File: src/rtl/mini_risc_pkg.sv
// Shared types and encodings for the mini-RISC multi-cycle controller.
package mini_risc_pkg;

   // Controller states
   typedef enum logic [2:0] {
      ST_IDLE   = 3'd0,
      ST_FETCH  = 3'd1,
      ST_DECODE = 3'd2,
      ST_EXEC   = 3'd3,
      ST_MEM    = 3'd4,
      ST_WB     = 3'd5,
      ST_HALT   = 3'd6,
      ST_TRAP   = 3'd7
   } state_t;

   // Instruction classes produced by the decoder
   typedef enum logic [2:0] {
      CLS_ALU  = 3'd0,
      CLS_LW   = 3'd1,
      CLS_SW   = 3'd2,
      CLS_BR   = 3'd3,
      CLS_HALT = 3'd4,
      CLS_ILL  = 3'd5
   } cls_t;

   // Opcodes
   localparam logic [5:0] OP_RTYPE = 6'h00;
   localparam logic [5:0] OP_ITYPE = 6'h01;
   localparam logic [5:0] OP_LW    = 6'h02;
   localparam logic [5:0] OP_SW    = 6'h03;
   localparam logic [5:0] OP_BR    = 6'h04;
   localparam logic [5:0] OP_HALT  = 6'h3F;

   // ALU operations (RTYPE/ITYPE pass func[3:0] straight through)
   localparam logic [3:0] ALU_ADD  = 4'h0;
   localparam logic [3:0] ALU_COMP = 4'h1;
   localparam logic [3:0] ALU_XOR  = 4'h3;

   // Legal func ranges
   localparam logic [5:0] RTYPE_FUNC_MAX = 6'h09;
   localparam logic [4:0] BR_FUNC_MAX    = 5'h0C;

   // Register write enable encodings
   localparam logic [1:0] RW_NONE = 2'b00;
   localparam logic [1:0] RW_ALU  = 2'b01;
   localparam logic [1:0] RW_LOAD = 2'b10;

   // Register write-back mux encodings
   localparam logic [1:0] RWM_NONE = 2'b00;
   localparam logic [1:0] RWM_ALU  = 2'b10;
   localparam logic [1:0] RWM_MEM  = 2'b01;

   // Per-instruction control bundle from the decoder
   typedef struct packed {
      logic [3:0] alu_op;
      logic       alu_mux;
      logic       imm_mux;
      logic [4:0] br_op;
   } ctrl_t;

   // Registered controller outputs
   typedef struct packed {
      logic       pc_en;
      logic       ir_en;
      logic [1:0] reg_write;
      logic       imm_mux_ctrl;
      logic       alu_mux_ctrl;
      logic [3:0] alu_op;
      logic       dmem_enable;
      logic       dmem_write_enable;
      logic [1:0] reg_write_mux_ctrl;
      logic [4:0] br_op;
      logic       busy;
      logic       halted;
      logic       illegal;
   } outs_t;

   // States in which the controller is actively sequencing an instruction
   function automatic logic is_busy_state(state_t s);
      return !(s == ST_IDLE || s == ST_HALT || s == ST_TRAP);
   endfunction

endpackage

File: src/rtl/mini_risc_ctrl_fsm_if.sv
// Controller <-> data_path bundle. master = controller, slave = data_path side.
interface mini_risc_ctrl_fsm_if #(
   parameter int OPCODE_W = 6,
   parameter int FUNC_W   = 6
);
   logic                start;
   logic [OPCODE_W-1:0] opcode;
   logic [FUNC_W-1:0]   func;
   logic                pc_en;
   logic                ir_en;
   logic [1:0]          reg_write;
   logic                imm_mux_ctrl;
   logic                alu_mux_ctrl;
   logic [3:0]          alu_op;
   logic                dmem_enable;
   logic                dmem_write_enable;
   logic [1:0]          reg_write_mux_ctrl;
   logic [4:0]          br_op;
   logic                busy;
   logic                halted;
   logic                illegal;

   modport master (
      input  start, opcode, func,
      output pc_en, ir_en, reg_write, imm_mux_ctrl, alu_mux_ctrl, alu_op,
             dmem_enable, dmem_write_enable, reg_write_mux_ctrl, br_op,
             busy, halted, illegal
   );

   modport slave (
      output start, opcode, func,
      input  pc_en, ir_en, reg_write, imm_mux_ctrl, alu_mux_ctrl, alu_op,
             dmem_enable, dmem_write_enable, reg_write_mux_ctrl, br_op,
             busy, halted, illegal
   );
endinterface

File: src/rtl/mini_risc_decoder.sv
// Combinational opcode/func classifier; anything not recognised is CLS_ILL.
module mini_risc_decoder
   import mini_risc_pkg::*;
#(
   parameter int OPCODE_W = 6,
   parameter int FUNC_W   = 6
) (
   input  logic [OPCODE_W-1:0] opcode_i,
   input  logic [FUNC_W-1:0]   func_i,
   output cls_t                cls_o,
   output ctrl_t               ctrl_o
);

   // Classify and build the control bundle; default is an illegal, all-zero bundle
   always_comb begin
      cls_o  = CLS_ILL;
      ctrl_o = '0;
      case (opcode_i)
         OPCODE_W'(OP_RTYPE): begin
            if (func_i <= FUNC_W'(RTYPE_FUNC_MAX)) begin
               cls_o         = CLS_ALU;
               ctrl_o.alu_op = func_i[3:0];
            end
         end
         OPCODE_W'(OP_ITYPE): begin
            cls_o          = CLS_ALU;
            ctrl_o.alu_op  = func_i[3:0];
            ctrl_o.alu_mux = 1'b1;
         end
         OPCODE_W'(OP_LW): begin
            cls_o          = CLS_LW;
            ctrl_o.alu_op  = ALU_ADD;
            ctrl_o.alu_mux = 1'b1;
            ctrl_o.imm_mux = 1'b1;
         end
         OPCODE_W'(OP_SW): begin
            cls_o          = CLS_SW;
            ctrl_o.alu_op  = ALU_ADD;
            ctrl_o.alu_mux = 1'b1;
            ctrl_o.imm_mux = 1'b1;
         end
         OPCODE_W'(OP_BR): begin
            if (func_i[4:0] != 5'd0 && func_i[4:0] <= BR_FUNC_MAX) begin
               cls_o        = CLS_BR;
               ctrl_o.br_op = func_i[4:0];
            end
         end
         OPCODE_W'(OP_HALT): cls_o = CLS_HALT;
         default:            cls_o = CLS_ILL;
      endcase
   end

endmodule

File: src/rtl/mini_risc_ctrl_fsm.sv
// Multi-cycle mini-RISC controller: FETCH/DECODE/EXEC/MEM/WB with Moore
// registered outputs, computed from the next state so each strobe lines up
// exactly with the state it belongs to.
module mini_risc_ctrl_fsm
   import mini_risc_pkg::*;
#(
   parameter int OPCODE_W = 6,
   parameter int FUNC_W   = 6
) (
   input  logic                  clk,
   input  logic                  rst,
   mini_risc_ctrl_fsm_if.master  bus
);

   state_t state_q, state_d;
   cls_t   cls_q, dec_cls, cls_nx;
   ctrl_t  ctrl_q, dec_ctrl, ctrl_nx;
   outs_t  out_q, out_d;

   mini_risc_decoder #(
      .OPCODE_W (OPCODE_W),
      .FUNC_W   (FUNC_W)
   ) u_dec (
      .opcode_i (bus.opcode),
      .func_i   (bus.func),
      .cls_o    (dec_cls),
      .ctrl_o   (dec_ctrl)
   );

   // State register
   always_ff @(posedge clk or posedge rst) begin
      if (rst) state_q <= ST_IDLE;
      else     state_q <= state_d;
   end

   // Capture the decode result once, in DECODE; later opcode/func changes are ignored
   always_ff @(posedge clk or posedge rst) begin
      if (rst) begin
         cls_q  <= CLS_ILL;
         ctrl_q <= '0;
      end else if (state_q == ST_DECODE) begin
         cls_q  <= dec_cls;
         ctrl_q <= dec_ctrl;
      end
   end

   // Next-state logic
   always_comb begin
      state_d = state_q;
      case (state_q)
         ST_IDLE:   if (bus.start) state_d = ST_FETCH;
         ST_FETCH:  state_d = ST_DECODE;
         ST_DECODE: begin
            case (dec_cls)
               CLS_ILL:  state_d = ST_TRAP;
               CLS_HALT: state_d = ST_HALT;
               default:  state_d = ST_EXEC;
            endcase
         end
         ST_EXEC: begin
            case (cls_q)
               CLS_LW, CLS_SW: state_d = ST_MEM;
               CLS_BR:         state_d = ST_FETCH;
               CLS_ALU:        state_d = ST_WB;
               default:        state_d = ST_TRAP;
            endcase
         end
         ST_MEM:    state_d = (cls_q == CLS_LW) ? ST_WB : ST_FETCH;
         ST_WB:     state_d = ST_FETCH;
         ST_HALT:   state_d = ST_HALT;
         ST_TRAP:   state_d = ST_TRAP;
         default:   state_d = ST_TRAP;
      endcase
   end

   // Class/bundle of the instruction the next state belongs to: on the
   // DECODE->EXEC edge the capture register is not loaded yet, so bypass it.
   assign cls_nx  = (state_q == ST_DECODE) ? dec_cls  : cls_q;
   assign ctrl_nx = (state_q == ST_DECODE) ? dec_ctrl : ctrl_q;

   // Output decode from the next state; ALU controls stay up from EXEC through MEM/WB
   always_comb begin
      out_d        = '0;
      out_d.busy   = is_busy_state(state_d);
      out_d.halted = (state_d == ST_HALT);
      out_d.illegal = (state_d == ST_TRAP);
      if (state_d == ST_EXEC || state_d == ST_MEM || state_d == ST_WB) begin
         out_d.alu_op       = ctrl_nx.alu_op;
         out_d.alu_mux_ctrl = ctrl_nx.alu_mux;
         out_d.imm_mux_ctrl = ctrl_nx.imm_mux;
      end
      case (state_d)
         ST_FETCH: out_d.ir_en = 1'b1;
         ST_EXEC: begin
            if (cls_nx == CLS_BR) begin
               out_d.br_op = ctrl_nx.br_op;
               out_d.pc_en = 1'b1;
            end
         end
         ST_MEM: begin
            out_d.dmem_enable = 1'b1;
            if (cls_nx == CLS_SW) begin
               out_d.dmem_write_enable = 1'b1;
               out_d.pc_en             = 1'b1;
            end
         end
         ST_WB: begin
            out_d.pc_en = 1'b1;
            if (cls_nx == CLS_LW) begin
               out_d.reg_write          = RW_LOAD;
               out_d.reg_write_mux_ctrl = RWM_MEM;
            end else begin
               out_d.reg_write          = RW_ALU;
               out_d.reg_write_mux_ctrl = RWM_ALU;
            end
         end
         default: ;
      endcase
   end

   // Output register; async reset clears every control immediately
   always_ff @(posedge clk or posedge rst) begin
      if (rst) out_q <= '0;
      else     out_q <= out_d;
   end

   assign bus.pc_en              = out_q.pc_en;
   assign bus.ir_en              = out_q.ir_en;
   assign bus.reg_write          = out_q.reg_write;
   assign bus.imm_mux_ctrl       = out_q.imm_mux_ctrl;
   assign bus.alu_mux_ctrl       = out_q.alu_mux_ctrl;
   assign bus.alu_op             = out_q.alu_op;
   assign bus.dmem_enable        = out_q.dmem_enable;
   assign bus.dmem_write_enable  = out_q.dmem_write_enable;
   assign bus.reg_write_mux_ctrl = out_q.reg_write_mux_ctrl;
   assign bus.br_op              = out_q.br_op;
   assign bus.busy               = out_q.busy;
   assign bus.halted             = out_q.halted;
   assign bus.illegal            = out_q.illegal;

endmodule
File: src/flat_wrapper.sv
// flat-port wrapper written by rule: the top's interface ports become plain ports
module mini_risc_ctrl_fsm_flat import mini_risc_pkg::*;
#(
   parameter int OPCODE_W = 6,
   parameter int FUNC_W   = 6
)
  (clk, rst, bus_start, bus_opcode, bus_func, bus_pc_en, bus_ir_en, bus_reg_write, bus_imm_mux_ctrl, bus_alu_mux_ctrl, bus_alu_op, bus_dmem_enable, bus_dmem_write_enable, bus_reg_write_mux_ctrl, bus_br_op, bus_busy, bus_halted, bus_illegal);
  mini_risc_ctrl_fsm_if #(.OPCODE_W(OPCODE_W), .FUNC_W(FUNC_W)) bus_i ();
  input  logic clk;
  input  logic rst;
  input wire logic [$bits(bus_i.start)-1:0] bus_start;
  input wire logic [$bits(bus_i.opcode)-1:0] bus_opcode;
  input wire logic [$bits(bus_i.func)-1:0] bus_func;
  output wire logic [$bits(bus_i.pc_en)-1:0] bus_pc_en;
  output wire logic [$bits(bus_i.ir_en)-1:0] bus_ir_en;
  output wire logic [$bits(bus_i.reg_write)-1:0] bus_reg_write;
  output wire logic [$bits(bus_i.imm_mux_ctrl)-1:0] bus_imm_mux_ctrl;
  output wire logic [$bits(bus_i.alu_mux_ctrl)-1:0] bus_alu_mux_ctrl;
  output wire logic [$bits(bus_i.alu_op)-1:0] bus_alu_op;
  output wire logic [$bits(bus_i.dmem_enable)-1:0] bus_dmem_enable;
  output wire logic [$bits(bus_i.dmem_write_enable)-1:0] bus_dmem_write_enable;
  output wire logic [$bits(bus_i.reg_write_mux_ctrl)-1:0] bus_reg_write_mux_ctrl;
  output wire logic [$bits(bus_i.br_op)-1:0] bus_br_op;
  output wire logic [$bits(bus_i.busy)-1:0] bus_busy;
  output wire logic [$bits(bus_i.halted)-1:0] bus_halted;
  output wire logic [$bits(bus_i.illegal)-1:0] bus_illegal;
  assign bus_i.start = bus_start;
  assign bus_i.opcode = bus_opcode;
  assign bus_i.func = bus_func;
  assign bus_pc_en = bus_i.pc_en;
  assign bus_ir_en = bus_i.ir_en;
  assign bus_reg_write = bus_i.reg_write;
  assign bus_imm_mux_ctrl = bus_i.imm_mux_ctrl;
  assign bus_alu_mux_ctrl = bus_i.alu_mux_ctrl;
  assign bus_alu_op = bus_i.alu_op;
  assign bus_dmem_enable = bus_i.dmem_enable;
  assign bus_dmem_write_enable = bus_i.dmem_write_enable;
  assign bus_reg_write_mux_ctrl = bus_i.reg_write_mux_ctrl;
  assign bus_br_op = bus_i.br_op;
  assign bus_busy = bus_i.busy;
  assign bus_halted = bus_i.halted;
  assign bus_illegal = bus_i.illegal;
  mini_risc_ctrl_fsm #(.OPCODE_W(OPCODE_W), .FUNC_W(FUNC_W)) u_core (.clk(clk), .rst(rst), .bus(bus_i));
endmodule
File: config.mk
export PLATFORM = sky130hd
export DESIGN_NAME = mini_risc_ctrl_fsm_flat
export DESIGN_NICKNAME = d
export VERILOG_FILES = /design/src/rtl/mini_risc_pkg.sv /design/src/rtl/mini_risc_ctrl_fsm_if.sv /design/src/rtl/mini_risc_decoder.sv /design/src/rtl/mini_risc_ctrl_fsm.sv /design/src/flat_wrapper.sv
export SDC_FILE = /design/constraint.sdc
export NUM_CORES = 1
export LEC_CHECK = 0
export BUFFER_PORTS_ARGS = -buffer_cell sky130_fd_sc_hd__buf_2
export CELL_PAD_IN_SITES_DETAIL_PLACEMENT = 0
export CELL_PAD_IN_SITES_GLOBAL_PLACEMENT = 1
export CORE_ASPECT_RATIO = 1.4
export CORE_MARGIN = 1.5
export CORE_UTILIZATION = 41
export CTS_CLUSTER_SIZE = 20
export DETAILED_ROUTE_END_ITERATION = 12
export PLACE_DENSITY = 0.83
export SKIP_CTS_REPAIR_TIMING = 1
export SYNTH_ARGS = -nofsm -noshare
export SYNTH_HDL_FRONTEND = slang
export SYNTH_HIERARCHICAL = 1
export SYNTH_SLANG_ARGS = --single-unit
File: constraint.sdc
create_clock -name clk -period 1.8 [get_ports clk]
set_input_delay 0.45 -clock clk [delete_from_list [all_inputs] [get_ports clk]]
set_output_delay 0.45 -clock clk [all_outputs]
set_load 0.02 [all_outputs]
==> out/results.ini <==
[critical_path]
cp_max_fo = 6
path_cells = buf_6 -> or4_4 -> and4_4 -> a31o_1 -> nand2b_4 -> o21a_4 -> o311ai_4 -> a21boi_1
critPathLaunchType = primary input
cpPeakStageDelay_ps = 510
cp_data_required_time_ps = 1960
critPathArrivalTime_ps = 2320
crit_type = primary input to flip-flop
slowest_stage = or4_4
endpoint_kind = flip-flop

[die]
fp.dieArea_um2 = 4920
row_count = 28
die_x_um = 59.7
die_h_um = 82.4
fp.coreArea_um2 = 4270
start_util_pct = 43.2
ios = 37

[synth]
synth_cell_types = 48
synth-seq-area-share_pct = 50.3
syn_area_um2 = 1850
syn_avg_cell_area_um2 = 9.76
yosys_warnings = 6
synthCells = 189
ys_seq_elements = 37
synth_nets = 204

[clocking]
clkSlewWorstSetupHoldPaths_ps = 70
ctsHtreeMaxLevel = 2
cts_tree = yes
cts_sinks = 37
clk_path_buf_depth = 2
clk_latency_ps = 290
cts_buffers = 5
root_buffer = clkbuf_8

[route]
drt-vias-per-instance = 4.93
vias = 1499
drt_iter0_drc = 26
drcViolationCount = 0
wl_um = 3810
drtPass1Iterations = 4
ant_nets = 0
wl_per_cell_um = 12.5

[sta]
fmax_ghz = 0.461
worst_slack_ps = -369
hold_viol = 0
slew_violations = 0
fin_crit_ps = 2170
setup_viol = 16
fin_skew_ps = 7.98
rsz0062_at_grt = yes
period_share_pct = 120

[final_layout]
final_common_cell = nand2_1
final_cell_mix = 45 x nand2_1, 35 x buf_2, 35 x dfrtp_1
seq_area_um2 = 928
nFillCells = 403
multi_input_area_um2 = 883
stdcell_area_um2 = 2380
nets = 258
areaGrowthSynthToFinish_pct = 29.2
diodes = 0
layout.cells.non_filler = 304
drive_gt1_share_pct = 37.3

[grt]
grt_pass1_wl_um = 6150
grt_pass1_vias = 1418
grt_overflow = 0
grt_antenna_before_repair = 0
grt_max_degree = 38
grt.total_usage_pct = 16.5

[place]
placed_cells = 295
place_area_um2 = 2200
portBuffers = 36
dp_hpwl_um = 2720
routabilityCongestion = 0.786

[power_and_ir_drop]
peakVddDrop_v = 0.000537
total_leakage_power_nw = 1.18
powerDensity_nw_per_um2 = 1310

[status]
violations = negative setup slack
status = finished with violations

[job]
max_cap_violations = 0

[min_path]
hp-class = primary input to asynchronous set/reset pin

-- final timing paths --
kind                                        start  depth (start not counted)              endpoint  slack, ps
worst max register to register  u_core/state_q[0]                          5      u_core/bus.pc_en        110
worst max-delay path                  bus_func[1]                          8  u_core/bus.alu_op[0]       -370
max in group asynchronous                     rst                          3       u_core/cls_q[2]       1200
worst min register to register   u_core/ctrl_q[2]                          2      u_core/ctrl_q[2]        470
worst min-delay path                          rst                          3      u_core/ctrl_q[4]        260
min in group clk                 u_core/ctrl_q[2]                          2      u_core/ctrl_q[2]        470
-- state kept, by name (all words and copies together) (netlist names) --
signal / count
u_core/bus.alu_mux_ctrl: 1
u_core/bus.alu_op: 4
u_core/bus.br_op: 5
u_core/bus.busy: 1
u_core/bus.dmem_enable: 1
u_core/bus.dmem_write_enable: 1
u_core/bus.halted: 1
u_core/bus.illegal: 1
u_core/bus.imm_mux_ctrl: 1
u_core/bus.ir_en: 1
u_core/bus.pc_en: 1
u_core/bus.reg_write: 1
u_core/bus.reg_write_mux_ctrl: 1
u_core/cls_q: 3
u_core/ctrl_q: 11
u_core/state_q: 3
-- per-layer routing --
metal | global-route usage [%] | part of all wire (%)
met1 | 19.7 | 42
met2 | 28.4 | 53
met3 | 2.34 | 2.9
met4 | 8.67 | 2.0
met5 | 0 | 0
-- power breakdown --
| part | internal (mW) | total [mW] | switching [mW] |
|---|---|---|---|
| logic | 0.519 | 1.21 | 0.693 |
| registers | 1.01 | 1.19 | 0.188 |
| clock network | 0.416 | 0.709 | 0.293 |
| total | 1.94 | 3.12 | 1.17 |
-- final cells by class --
class / instances / share of cell area (%)
timing repair buffer: 58 / 15.2
clock inverter: 2 / 1.63
clock buffer: 6 / 3.04
sequential: 37 / 39.0
inverter: 6 / 0.945
multi-input combinational: 135 / 37.1
tap: 60 / 3.15
-- through the flow --
| step | TNS [ps] | hold slack [ps] | utilization [%] | power (mW) | setup WS [ps] |
|---|---|---|---|---|---|
| global route | -5350 | 315 | 55.8 | 3.29 | -417 |
| global placement | -10760 | 451 | 51.6 | 2.33 | -596 |
| finish | -4510 | 257 | 55.8 | 3.12 | -369 |
| CTS | -4810 | 269 | 54.2 | 3.05 | -357 |
| floorplan | -6200 | 434 | - | 2.05 | -508 |
| detailed placement | -11390 | 452 | 51.6 | 2.34 | -644 |
-- critical path, delay by kind of cell --
family,cells,cell delay (ps)
compound gates,4,910
simple gates,3,870
buf+inv,1,90
-- synth_stat cells, drive strengths merged --
| library cell | n | area share (%) |
|---|---|---|
| nand3 | 3 | 0.81 |
| o211a | 1 | 0.95 |
| or3b | 1 | 0.47 |
| nor4 | 2 | 1.5 |
| and4 | 1 | 0.61 |
| o22ai | 1 | 0.34 |
| or4 | 1 | 0.41 |
| a31o | 1 | 0.47 |
| and2b | 1 | 0.41 |
| o311ai | 2 | 1.9 |
| o21ai | 6 | 1.6 |
| nor3b | 7 | 3.5 |
| mux2 | 1 | 0.61 |
| o2bb2ai | 1 | 0.47 |
| clkbuf | 2 | 0.41 |
| nor2 | 9 | 1.8 |
| a31oi | 2 | 0.68 |
| dfrtp | 35 | 47 |
| dfstp | 2 | 2.8 |
| nand2 | 45 | 9.2 |
| o211ai | 1 | 0.41 |
| nand3b | 1 | 0.41 |
| a22oi | 1 | 0.41 |
| conb | 1 | 0.20 |
| nor4b | 1 | 0.47 |
| buf | 9 | 3.5 |
| a21oi | 5 | 1.4 |
| nand4 | 1 | 0.34 |
| and2 | 5 | 2.0 |
| a211oi | 1 | 0.41 |
| a21boi | 6 | 2.4 |
| inv | 6 | 1.2 |
| a21o | 3 | 1.2 |
| nor3 | 6 | 2.8 |
| nor2b | 10 | 3.4 |
| nand2b | 4 | 1.4 |
| xnor2 | 1 | 0.47 |
| o21a | 3 | 1.3 |
-- logic make-up (layout without fill, tap and decap cells) --
group           after synthesis  count (layout)  share of synthesized area (%)
other cells                   1               1                          0.203
buf+inv                      17              72                           5.08
xor+xnor                      1               1                          0.475
flops                        37              37                           50.3
simple gates                 98              98                           29.4
mux                           1               1                          0.610
compound gates               34              34                           14.0
(Power assumes the default switching activity.)
